`src/rtl/usb_crc_pkg.sv`:
```
// rtl/usb_crc_pkg.sv - USB CRC5 constants, checker state type and LFSR step
package usb_crc_pkg;

  localparam logic [4:0] CRC5_POLY     = 5'b00101;
  localparam logic [4:0] CRC5_PRESET   = 5'b11111;
  localparam logic [4:0] CRC5_RESIDUAL = 5'b01100;

  typedef enum logic [1:0] {IDLE, PAYLOAD, CHECK, DONE} crc5_state_t;

  // One serial step of x^5+x^2+1, MSB-out feedback
  function automatic logic [4:0] crc5_step(input logic [4:0] q, input logic b);
    logic fb;
    fb = q[4] ^ b;
    return {q[3:0], 1'b0} ^ ({5{fb}} & CRC5_POLY);
  endfunction

endpackage

```
`src/rtl/crc5_check_if.sv`:
```
// rtl/crc5_check_if.sv - bit stream and status bundle for crc5_check; err_cnt exists with CRC5_ERR_CNT_EN
interface crc5_check_if #(
  parameter int DATA_BITS = 11
`ifdef CRC5_ERR_CNT_EN
  , parameter int ERR_CNT_W = 8
`endif
);

  logic                 crc5_start;
  logic                 bit_valid;
  logic                 s_in;
  logic                 abort;
  logic                 crc5_rec;
  logic [DATA_BITS-1:0] payload;
  logic                 crc5_busy;
  logic                 crc5_done;
  logic                 crc5_ok;
  logic                 crc5_err;
`ifdef CRC5_ERR_CNT_EN
  logic [ERR_CNT_W-1:0] err_cnt;
`endif

  modport master (
    output crc5_start, bit_valid, s_in, abort, crc5_rec,
    input  payload, crc5_busy, crc5_done, crc5_ok, crc5_err
`ifdef CRC5_ERR_CNT_EN
    , input err_cnt
`endif
  );

  modport slave (
    input  crc5_start, bit_valid, s_in, abort, crc5_rec,
    output payload, crc5_busy, crc5_done, crc5_ok, crc5_err
`ifdef CRC5_ERR_CNT_EN
    , output err_cnt
`endif
  );

endinterface

```
`src/rtl/crc5_lfsr.sv`:
```
// rtl/crc5_lfsr.sv - USB CRC5 shift register with synchronous preset and shift enable
module crc5_lfsr
  import usb_crc_pkg::*;
(
  input  logic       clk,
  input  logic       rst,
  input  logic       preset,
  input  logic       shift,
  input  logic       bit_in,
  output logic [4:0] q
);

  always_ff @(posedge clk or posedge rst) begin
    if (rst) begin
      q <= CRC5_PRESET;
    end else if (preset) begin
      q <= CRC5_PRESET;
    end else if (shift) begin
      q <= crc5_step(q, bit_in);
    end
  end

endmodule

```
`src/rtl/crc5_check.sv`:
```
// rtl/crc5_check.sv - USB CRC5 receive checker; CRC5_ERR_CNT_EN adds a saturating error counter
module crc5_check
  import usb_crc_pkg::*;
#(
  parameter int DATA_BITS = 11
`ifdef CRC5_ERR_CNT_EN
  , parameter int ERR_CNT_W = 8
`endif
) (
  input logic         clk,
  input logic         rst,
  crc5_check_if.slave bus
);

  localparam int            CW        = $clog2(DATA_BITS > 5 ? DATA_BITS : 5);
  localparam logic [CW-1:0] LAST_DATA = CW'(DATA_BITS - 1);
  localparam logic [CW-1:0] LAST_CRC  = CW'(4);

  crc5_state_t          state, state_n;
  logic [CW-1:0]        count;
  logic [DATA_BITS-1:0] payload_r;
  logic [4:0]           q;
  logic                 preset, shift, capture, cnt_clr, cnt_inc, done_entry;
  logic                 match, ok_r, err_r;

  crc5_lfsr u_lfsr (
    .clk    (clk),
    .rst    (rst),
    .preset (preset),
    .shift  (shift),
    .bit_in (bus.s_in),
    .q      (q)
  );

  // Judged on the value the LFSR takes with the last CRC bit, so status lands with done
  assign match = (crc5_step(q, bus.s_in) == CRC5_RESIDUAL);

  always_ff @(posedge clk or posedge rst) begin
    if (rst) state <= IDLE;
    else     state <= state_n;
  end

  always_comb begin
    state_n    = state;
    preset     = 1'b0;
    shift      = 1'b0;
    capture    = 1'b0;
    cnt_clr    = 1'b0;
    cnt_inc    = 1'b0;
    done_entry = 1'b0;
    case (state)
      IDLE: begin
        if (bus.crc5_start) begin
          state_n = PAYLOAD;
          preset  = 1'b1;
          cnt_clr = 1'b1;
        end
      end
      PAYLOAD: begin
        if (bus.crc5_start) begin
          preset  = 1'b1;
          cnt_clr = 1'b1;
        end else if (bus.abort) begin
          state_n = IDLE;
        end else if (bus.bit_valid) begin
          shift   = 1'b1;
          capture = 1'b1;
          if (count == LAST_DATA) begin
            state_n = CHECK;
            cnt_clr = 1'b1;
          end else begin
            cnt_inc = 1'b1;
          end
        end
      end
      CHECK: begin
        if (bus.crc5_start) begin
          state_n = PAYLOAD;
          preset  = 1'b1;
          cnt_clr = 1'b1;
        end else if (bus.abort) begin
          state_n = IDLE;
        end else if (bus.bit_valid) begin
          shift = 1'b1;
          if (count == LAST_CRC) begin
            state_n    = DONE;
            cnt_clr    = 1'b1;
            done_entry = 1'b1;
          end else begin
            cnt_inc = 1'b1;
          end
        end
      end
      DONE: begin
        // A start is only honoured together with the acknowledge
        if (bus.crc5_rec) begin
          if (bus.crc5_start) begin
            state_n = PAYLOAD;
            preset  = 1'b1;
            cnt_clr = 1'b1;
          end else begin
            state_n = IDLE;
          end
        end
      end
      default: state_n = IDLE;
    endcase
  end

  always_ff @(posedge clk or posedge rst) begin
    if (rst) begin
      count     <= '0;
      payload_r <= '0;
      ok_r      <= 1'b0;
      err_r     <= 1'b0;
    end else begin
      if (cnt_clr)      count <= '0;
      else if (cnt_inc) count <= count + CW'(1);
      if (capture) payload_r[count] <= bus.s_in;
      if (done_entry) begin
        ok_r  <= match;
        err_r <= ~match;
      end else if (state_n != DONE) begin
        ok_r  <= 1'b0;
        err_r <= 1'b0;
      end
    end
  end

`ifdef CRC5_ERR_CNT_EN
  logic [ERR_CNT_W-1:0] err_cnt_r;

  always_ff @(posedge clk or posedge rst) begin
    if (rst) begin
      err_cnt_r <= '0;
    end else if (done_entry && !match && (err_cnt_r != '1)) begin
      err_cnt_r <= err_cnt_r + ERR_CNT_W'(1);
    end
  end

  assign bus.err_cnt = err_cnt_r;
`endif

  assign bus.payload   = payload_r;
  assign bus.crc5_busy = (state == PAYLOAD) || (state == CHECK);
  assign bus.crc5_done = (state == DONE);
  assign bus.crc5_ok   = ok_r;
  assign bus.crc5_err  = err_r;

endmodule

```
`src/flat_wrapper.sv`:
```
// flat-port wrapper written by rule: the top's interface ports become plain ports
module crc5_check_flat import usb_crc_pkg::*;
#(
  parameter int DATA_BITS = 11

)
  (clk, rst, bus_crc5_start, bus_bit_valid, bus_s_in, bus_abort, bus_crc5_rec, bus_payload, bus_crc5_busy, bus_crc5_done, bus_crc5_ok, bus_crc5_err);
  crc5_check_if #(.DATA_BITS(DATA_BITS)) bus_i ();
  input logic clk;
  input logic rst;
  input wire logic [$bits(bus_i.crc5_start)-1:0] bus_crc5_start;
  input wire logic [$bits(bus_i.bit_valid)-1:0] bus_bit_valid;
  input wire logic [$bits(bus_i.s_in)-1:0] bus_s_in;
  input wire logic [$bits(bus_i.abort)-1:0] bus_abort;
  input wire logic [$bits(bus_i.crc5_rec)-1:0] bus_crc5_rec;
  output wire logic [$bits(bus_i.payload)-1:0] bus_payload;
  output wire logic [$bits(bus_i.crc5_busy)-1:0] bus_crc5_busy;
  output wire logic [$bits(bus_i.crc5_done)-1:0] bus_crc5_done;
  output wire logic [$bits(bus_i.crc5_ok)-1:0] bus_crc5_ok;
  output wire logic [$bits(bus_i.crc5_err)-1:0] bus_crc5_err;
  assign bus_i.crc5_start = bus_crc5_start;
  assign bus_i.bit_valid = bus_bit_valid;
  assign bus_i.s_in = bus_s_in;
  assign bus_i.abort = bus_abort;
  assign bus_i.crc5_rec = bus_crc5_rec;
  assign bus_payload = bus_i.payload;
  assign bus_crc5_busy = bus_i.crc5_busy;
  assign bus_crc5_done = bus_i.crc5_done;
  assign bus_crc5_ok = bus_i.crc5_ok;
  assign bus_crc5_err = bus_i.crc5_err;
  crc5_check #(.DATA_BITS(DATA_BITS)) u_core (.clk(clk), .rst(rst), .bus(bus_i));
endmodule
```
`config.mk`:
```
export PLATFORM = sky130hd
export DESIGN_NAME = crc5_check_flat
export DESIGN_NICKNAME = d
export VERILOG_FILES = /design/src/rtl/usb_crc_pkg.sv /design/src/rtl/crc5_check_if.sv /design/src/rtl/crc5_lfsr.sv /design/src/rtl/crc5_check.sv /design/src/flat_wrapper.sv
export SDC_FILE = /design/constraint.sdc
export NUM_CORES = 1
export LEC_CHECK = 0
export CAP_MARGIN = 20
export CORE_ASPECT_RATIO = 2
export CORE_MARGIN = 1.5
export CORE_UTILIZATION = 50
export CTS_BUF_LIST = sky130_fd_sc_hd__clkbuf_2
export DETAILED_ROUTE_END_ITERATION = 6
export GPL_TIMING_DRIVEN = 1
export PLACE_DENSITY_LB_ADDON = 0.05
export SYNTH_ARGS = -nofsm -noshare
export SYNTH_HDL_FRONTEND = slang
export SYNTH_HIERARCHICAL = 1
export SYNTH_SLANG_ARGS = --single-unit
```
`constraint.sdc`:
```
create_clock -name clk -period 2.5 [get_ports clk]
set_input_delay 0.25 -clock clk [delete_from_list [all_inputs] [get_ports clk]]
set_output_delay 0.25 -clock clk [all_outputs]
set_load 0.05 [all_outputs]
```
* Yosys cells after proc, flatten, opt, wreduce, memory -nomap -nowiden *
Cells that the tools add are included.

storage, ports and cells
  bits in registers = 24
  input port bits = 7
  output and inout bits = 15
  logic and storage cells = 77

operators by class
  add/sub/neg operators = 1
  order comparisons = 2
  eq/ne operators = 7
  mux-type cells = 50
  bitwise logic cells = 3
  reduce and logical (&&, ||, !) cells = 8

operators by type and width
  kind                                                                count
  two-way mux 1 bit                                                   30
  two-way mux 2 bit                                                   10
  bitwise mux 11 bit                                                  1
  two-way mux 5 bit                                                   2
  two-way mux 4 bit                                                   2
  one-hot mux 2 bit (4 select lines)                                  1
  nonzero test 2 bit                                                  3
  equality test 5 x 4 -> 1 bit (second input constant)                1
  less-than comparator 4 x 5 -> 1 bit (second input constant)         1
  bitwise XOR 5 x 3 -> 5 bit                                          1
  adder 4 x 1 -> 4 bit (second input constant)                        1
  demux 1 bit (select 4 bit)                                          1
  equality test 2 bit (second input constant)                         2
  equality test 4 x 3 -> 1 bit (second input constant)                1
  equality test 4 bit (second input constant)                         1
  greater-or-equal comparator 4 x 1 -> 1 bit (second input constant)  1
  one-hot mux 1 bit (2 select lines)                                  2
  one-hot mux 1 bit (4 select lines)                                  1
  OR reduction 3 bit                                                  1
  equality test 2 x 1 -> 1 bit (second input constant)                1
  logical NOT 2 bit                                                   1
  != test 2 bit (second input constant)                               1
  OR reduction 2 bit                                                  1
  logical AND 1 bit                                                   1
  3 further kinds                                                     3

* Logic depth before layout (Yosys ltp) *
Gate-level depths: netlist of run 1.

  depth after elaboration = 9
  mapped depth = 9
  gate-level depth less buffers = 9

* By module *
Netlist of run 1, hierarchy kept.

modules (own cells, without submodules)
  module      instances  cells each  area an instance (um^2)  seq. area each (um^2)
  crc5_check  1          118         1164.9                   475.5
  crc5_lfsr   1          19          250.2                    131.4

* Least setup slack after synthesis of run 1 *
OpenSTA, ideal clock, no wires.

  path kind = reg-to-reg
  start = register u_core.state[0]
  end = register u_core.u_lfsr.q[0]
  setup time = 0.082 ns
  data arrival time = 2.138 ns
  required time = 2.418 ns
  path slack = 0.280 ns
  stages on the path, launching flop included = 9
  buffers on the path = 1
  clock period less this slack = 2.220 ns
  cells stage by stage = dfrtp_1 -> inv_1 -> ha_1 -> inv_1 -> or4_4 -> clkinv_1 -> buf_2 -> nor2b_1 -> a211o_1

between the ends
  word-level cells in the longest chain between the ends = 4
  elaborated cells between the ends (all ways) = 10
  those cells by class = 3 x eq/ne; 3 x mux; 4 x reduce/logical

RTL lines
  item                                                                        line              text
  start: declaration                                                          crc5_check.sv:19  crc5_state_t state, state_n;
  start signal: assignment                                                    crc5_check.sv:40  else state <= state_n;
  equality test 2 bit / equality test 2 x 1 -> 1 bit (equally long branches)  crc5_check.sv:51  case (state)
  OR reduction 2 bit (no source line) *                                       n/a
  two-way mux 1 bit *                                                         n/a
  named net u_core.shift                                                      crc5_check.sv:23  logic preset, shift, capture, cnt_clr, cnt_inc, done_entry;
  nonzero test 2 bit (no source line) *                                       n/a
  end signal: assignment                                                      crc5_lfsr.sv:19   q <= crc5_step(q, bit_in);
  end: declaration                                                            crc5_lfsr.sv:10   output logic [4:0] q

The timed path passes the listed nets; every way through them passes the cells marked *.
A chain may end at the register's enable or synchronous reset.

* Worst setup path in the final report of run 1 *
  start = register u_core.state[0]
  end = output bus_crc5_busy

between the ends
  word-level cells in the longest chain between the ends = 2
  elaborated cells between the ends (all ways) = 3
  those cells by class = 2 x eq/ne; 1 x reduce/logical

RTL lines
  item                                                                        line                text
  equality test 2 x 1 -> 1 bit / equality test 2 bit (equally long branches)  crc5_check.sv:145   assign bus.crc5_busy = (state == PAYLOAD) || (state == CHECK);
  logical OR 1 bit *                                                          crc5_check.sv:145
  end: declaration                                                            flat_wrapper.sv:17  output wire logic [$bits(bus_i.crc5_busy)-1:0] bus_crc5_busy;

Every way passes the cells marked *; elsewhere a longest branch is shown, timed or not.

==> impl_metrics.json, run 1 <==
{
  "status": "finished clean",
  "synth.net_count": 152,
  "finalSetupViolCount": 0,
  "synth_edf_count": 0,
  "hold_viol": 0,
  "ir_drop_v": 0.000494,
  "path_buf_inv": 2,
  "p_leak_nw": 0.700,
  "drt-initial-drc-count": 19,
  "start_util_pct": 51.7,
  "ioPinCount": 22,
  "syn_to_final_growth_pct": 17.6,
  "tightest_slew_ps": 752,
  "critPathMaxFanout": 5,
  "seqPwrFrac_pct": 45.8,
  "cpMaxStageDelayCell": "clkdlybuf4s50_1",
  "std_cell_rows": 27,
  "start_kind": "flip-flop",
  "crit_required_ps": 2250,
  "synth_cell_types": 44,
  "switchingPower_uw": 386,
  "root_buffer": "clkbuf_2",
  "maxCapViolations": 0,
  "tns_ps": 0,
  "p_per_area_mw_per_mm2": 600,
  "grt_first_pass_wirelength_mm": 5.06,
  "cts.repair.resized": 0,
  "grt_usage_pct": 22.8,
  "dr.pass1.iters": 4,
  "path_delay_family": "buffers and inverters",
  "seq_area_frac_synth_pct": 42.9,
  "die_x_um": 40.6,
  "drive_gt1_share_pct": 15.8,
  "reg2reg_from": "u_core/state[0]",
  "drc": 0,
  "skew_ps": 7.01,
  "stdcell_area_sq_mm": 0.00166,
  "ctsHoldBuffers": 0,
  "wl_per_cell_um": 16.2,
  "max_slew_margin_pct": 49.8,
  "fin_nets": 174,
  "htree_levels": 1,
  "routed-via-count": 1076,
  "wl_mm": 3.04,
  "cts_sinks": 24,
  "slowest_delay_ps": 800,
  "post-cts-setup-buffers": 0,
  "io_buffers": 21,
  "antenna_found_initial": 0,
  "cts_buffers": 3,
  "end_kind": "output pin",
  "hp-class": "primary input to asynchronous set/reset pin",
  "diodes": 0,
  "period_needed_ps": 2290,
  "clockBufferDepth": 2,
  "timing.critical_path.from": "u_core/state[0]",
  "fin_util_pct": 60.8,
  "path_clk_slew_ps": 220,
  "grt_max_degree": 20,
  "grt_setup_unrepaired": "no",
  "gp_congestion": 0.851,
  "syn_avg_cell_area_sq_um": 10.3,
  "syn_inst": 137,
  "synth_warnings": 6,
  "dieHeight_um": 78.2,
  "path_cells": "inv_1 > ha_1 > clkdlybuf4s50_1",
  "grt_pass1_vias": 1127,
  "p_comb_share_pct": 39.1,
  "grt_overflow": 0,
  "yosys_register_bits": 24,
  "netlist_area_sq_mm": 0.00142,
  "worstSetupPathType": "flip-flop to output pin",
  "ant_nets": 0,
  "slew_violations": 0,
  "ys_async_sr_fraction_pct": 100,
  "dieArea_sq_mm": 0.00318,
  "post_dp_cell_area_sq_mm": 0.00165,
  "fp.coreArea_sq_mm": 0.00274,
  "crit_arrival_ps": 2040,
  "synth_ff_type": "dfrtp_1",
  "period_share_pct": 91.8,
  "p_int_uw": 613,
  "place_hpwl_mm": 2.32,
  "swShare_pct": 38.6,
  "max_freq_ghz": 0.436,
  "clk-insertion-delay-late_ps": 350,
  "cts_tree": "done",
  "vias_per_cell": 5.75,
  "pwr-share-clk_pct": 15.2,
  "finalPower_uw": 999
}
[logic make-up after synthesis]
logic type | synth area share (%)
and+or+nand+nor | 20.6
DFF | 42.9
AOI/OAI and AO/OA | 12.1
buffers and inverters | 3.80
muxes | 8.75
adders and majority gates | 7.07
xor gates and xnor gates | 4.77
[metal layers]
layer	up-vias	GRT usage [%]	share of wire [%]
met5	-	0	0
met4	0	8.00	1.5
met3	4	1.69	2.9
met2	21	41.4	56
met1	526	24.9	39
li1	525	-	-
[stage by stage]
stage	hold WS, ps	instances	setup WS [ps]
floorplan	201	137	280
global placement	493	183	417
detailed placement	493	183	365
CTS	284	187	204
global route	328	187	115
finish	279	187	206
[path summary, 6_finish.rpt]
check                           cells past startpoint                     to  slack, ps
worst min-delay path                                2     u_core/u_lfsr/q[2]        280
worst max-delay path                                3          bus_crc5_busy        210
worst max register to register                      9        u_core/count[2]        430
max in group asynchronous                           2        u_core/count[0]       1710
worst min register to register                      1  u_core/bus.payload[3]        540
min in group clk                                    1  u_core/bus.payload[3]        540
[cell usage after synthesis, types with 2 or more instances]
| master | count | area share, % |
|---|---|---|
| dfrtp_1 | 19 | 34 |
| nand2_1 | 13 | 3.4 |
| mux2_2 | 11 | 8.8 |
| nor2_1 | 10 | 2.7 |
| ha_1 | 8 | 7.1 |
| inv_1 | 8 | 2.1 |
| nor2b_1 | 7 | 3.1 |
| a211o_1 | 5 | 3.1 |
| dfstp_2 | 5 | 9.3 |
| nand3_1 | 5 | 1.8 |
| xnor2_1 | 4 | 2.5 |
| clkbuf_1 | 3 | 0.80 |
| a21oi_1 | 2 | 0.71 |
| and3b_1 | 2 | 1.2 |
| nand2b_1 | 2 | 0.88 |
| nand3b_1 | 2 | 1.1 |
| nand4_1 | 2 | 0.88 |
| nand4bb_1 | 2 | 1.6 |
| o21ai_0 | 2 | 0.71 |
[cells in the final DEF (no fill, tap or decap), types with 3 or more instances in the layout]
master           netlist  final
inv_1                  8      8
nor2b_1                7      7
mux2_2                11     11
a211o_1                5      5
xnor2_1                4      4
nor2_1                10     10
nand3_1                5      5
clkdlybuf4s50_1        0     21
ha_1                   8      8
clkbuf_2               0      3
dfrtp_1               19     19
dfstp_2                5      5
nand2_1               13     13
[area by class of cell]
| cell class | instances | area, sq um |
|---|---|---|
| Fill cell | 240 | 1070 |
| Clock buffer | 3 | 15.0 |
| Sequential cell | 24 | 607 |
| Multi-Input combinational cell | 99 | 754 |
| Inverter | 10 | 37.5 |
| Tap cell | 29 | 36.3 |
| Timing Repair Buffer | 21 | 210 |
| Clock inverter | 1 | 3.75 |
[power by group through the flow]
stage,Clock (mW),Combinational (mW),Sequential [mW]
6_report,0.152,0.390,0.457
5_1_grt,0.168,0.424,0.461
3_5_place_dp,0,0.390,0.463
4_1_cts,0.159,0.392,0.457
3_3_place_gp,0,0.385,0.462
2_1_floorplan,0,0.248,0.500
[flip-flops by register name, summed over array words and instances (netlist names)]
register	flops
u_core/count	4
u_core/state	2
u_core/bus.crc5_err	1
u_core/u_lfsr/q	5
u_core/bus.payload	11
u_core/bus.crc5_ok	1
(Power assumes the default switching activity.)
==> run 2, diff against run 1 <==
--- a/config.mk
+++ b/config.mk
@@ -10,6 +10,7 @@
 export CORE_MARGIN = 1.5
 export CORE_UTILIZATION = 50
 export CTS_BUF_LIST = sky130_fd_sc_hd__clkbuf_2
+export CTS_CLUSTER_DIAMETER = 80
 export DETAILED_ROUTE_END_ITERATION = 6
 export GPL_TIMING_DRIVEN = 1
 export PLACE_DENSITY_LB_ADDON = 0.05
==> constraint.sdc (replaced) <==
create_clock -name clk -period 2.2 [get_ports clk]
set_input_delay 0.22 -clock clk [delete_from_list [all_inputs] [get_ports clk]]
set_output_delay 0.22 -clock clk [all_outputs]
set_load 0.05 [all_outputs]
==> run 2 against run 1 <==
  * Cell count is 3.2% higher
  * Sequential power is 11% higher
  * Register-to-register slack worse by 290 ps
  * Clock skew is 6.4 ps higher
  * Flip-flop and latch count stayed put
  * Non-clock buffer count is 6 higher
  * Count of clock-buffer cells in the layout stayed put
  * Worst hold slack worse by 41 ps
  * Highest routed layer unchanged
==> impl_metrics.json, run 2 (synthesis results as in run 1) <==
{
  "grt_overflow": 0,
  "syn_to_final_growth_pct": 20.9,
  "root_buffer": "clkbuf_2",
  "diodes": 0,
  "max_freq_ghz": 0.480,
  "ioPinCount": 22,
  "gp_congestion": 0.824,
  "cts_buffers": 3,
  "place_hpwl_mm": 2.58,
  "r2r-end": "u_core/count[2]",
  "n_fill_cell": 252,
  "start_util_pct": 51.7,
  "dr.pass1.iters": 4,
  "fin_nets": 180,
  "grt_setup_unrepaired": "no",
  "wl_mm": 3.31,
  "antenna_found_initial": 0,
  "p_per_area_mw_per_mm2": 679,
  "drt-initial-drc-count": 24,
  "routed-via-count": 1115,
  "p_leak_nw": 0.729,
  "max_slew_margin_pct": 49.9,
  "hp-class": "primary input to asynchronous set/reset pin",
  "dieArea_sq_mm": 0.00318,
  "finalPower_mw": 1.16,
  "slew_violations": 0,
  "reg2reg_from": "u_core/state[1]",
  "period_share_pct": 94.7,
  "route.met3.wl_um": 109,
  "path_delay_family": "buffers and inverters",
  "multi_input_area_sq_um": 757,
  "vias_per_cell": 5.78,
  "path_clk_slew_ps": 230,
  "finalSetupViolCount": 0,
  "crit_required_ps": 1980,
  "crit_arrival_ps": 1860,
  "end_kind": "output pin",
  "std_cell_rows": 27,
  "clockBufferDepth": 2,
  "dr.max_layer_used": "met4",
  "dp_slack_ps": 136,
  "dieHeight_um": 78.2,
  "period_needed_ps": 2080,
  "worstSetupPathType": "flip-flop to output pin",
  "grt_max_degree": 20,
  "drc": 0,
  "ff_latch_area_sq_um": 607,
  "cts_sinks": 24,
  "critPathMaxFanout": 4,
  "fp.coreArea_sq_mm": 0.00274,
  "final_common_cell": "clkdlybuf4s50_1",
  "tightest_slew_ps": 750,
  "grt_pass1_vias": 1108,
  "cpMaxStageDelayCell": "clkdlybuf4s50_1",
  "htree_levels": 1,
  "fin_util_pct": 62.5,
  "wl_met1_mm": 1.22,
  "route.met2.wl_mm": 1.94,
  "drive_gt1_share_pct": 19.5,
  "hold_viol": 0,
  "skew_ps": 13.4,
  "maxCapViolations": 0,
  "setup_ws_ps": 116,
  "path_buf_inv": 2,
  "grt_usage_pct": 22.8,
  "rr_worst_depth": 9,
  "regToRegSetupSlack_ps": 140,
  "ir_drop_v": 0.000424,
  "start_kind": "flip-flop",
  "ant_nets": 0,
  "tns_ps": 0,
  "status": "finished clean",
  "layout_common_cells": "clkdlybuf4s50_1, dfrtp_1, nand2_1",
  "slowest_delay_ps": 810,
  "clk-insertion-delay-late_ps": 350,
  "largest_reg_flops": 11,
  "cts_tree": "done",
  "die_x_um": 40.6,
  "io_buffers": 21,
  "path_cells": "buf_4 > ha_1 > clkdlybuf4s50_1",
  "wl_per_cell_um": 17.1,
  "grt_first_pass_wirelength_mm": 4.96,
  "path_depth": 3
}
-- run 2: metal layers --
layer	global-route usage [%]	vias to the layer above
li1	-	536
met1	22.8	546
met2	43.5	29
met3	1.98	4
met4	7.00	0
met5	0	-
-- run 2: how the worst max path moves through the flow --
stage / startpoint / to / slack (ps)
5_1_grt: u_core/state[0] / bus_crc5_done / 10
2_1_floorplan: u_core/state[0] / u_core/u_lfsr/q[0] / 90
6_report: u_core/state[0] / bus_crc5_done / 120
3_3_place_gp: bus_bit_valid / u_core/count[2] / 180
3_5_place_dp: bus_bit_valid / u_core/count[2] / 140
4_1_cts: u_core/state[0] / bus_crc5_done / 110
-- run 2: timing repair --
action	CTS	global route
gates resized for setup	1	0
setup buffers	0	0
hold buffers	0	0
setup endpoints to repair	1	0
-- run 2: area by class of cell --
class,count,area share [%]
multi-input cells,99,44.3
flip-flops and latches,24,35.5
repair buffers,27,14.9
inverters,10,2.19
well taps,29,2.12
clock buffers,3,0.878
clock inverters,1,0.219
-- run 2: power breakdown --
part / internal, mW / total, mW / switching [mW]
Combinational: 0.188 / 0.478 / 0.291
Sequential: 0.483 / 0.507 / 0.0243
Clock: 0.0395 / 0.176 / 0.137
-- run 2: metrics by stage --
step / hold slack (ps) / cell area [sq um] / std cells
after floorplan: 171 / 1420 / 137
after global routing: 297 / 1710 / 193
after detailed placement: 495 / 1690 / 189
final: 239 / 1710 / 193
after global placement: 492 / 1690 / 189
after CTS: 250 / 1710 / 193
-- run 2: worst register-to-register path, stage by stage, from the launching register on --
cell and delay, ps:
dfrtp_1 470, inv_1 90, ha_2 330, inv_1 60, or4_4 450, clkinv_1 200
nand2_1 80, nor2_1 110, xnor2_1 120, nor2_1 50
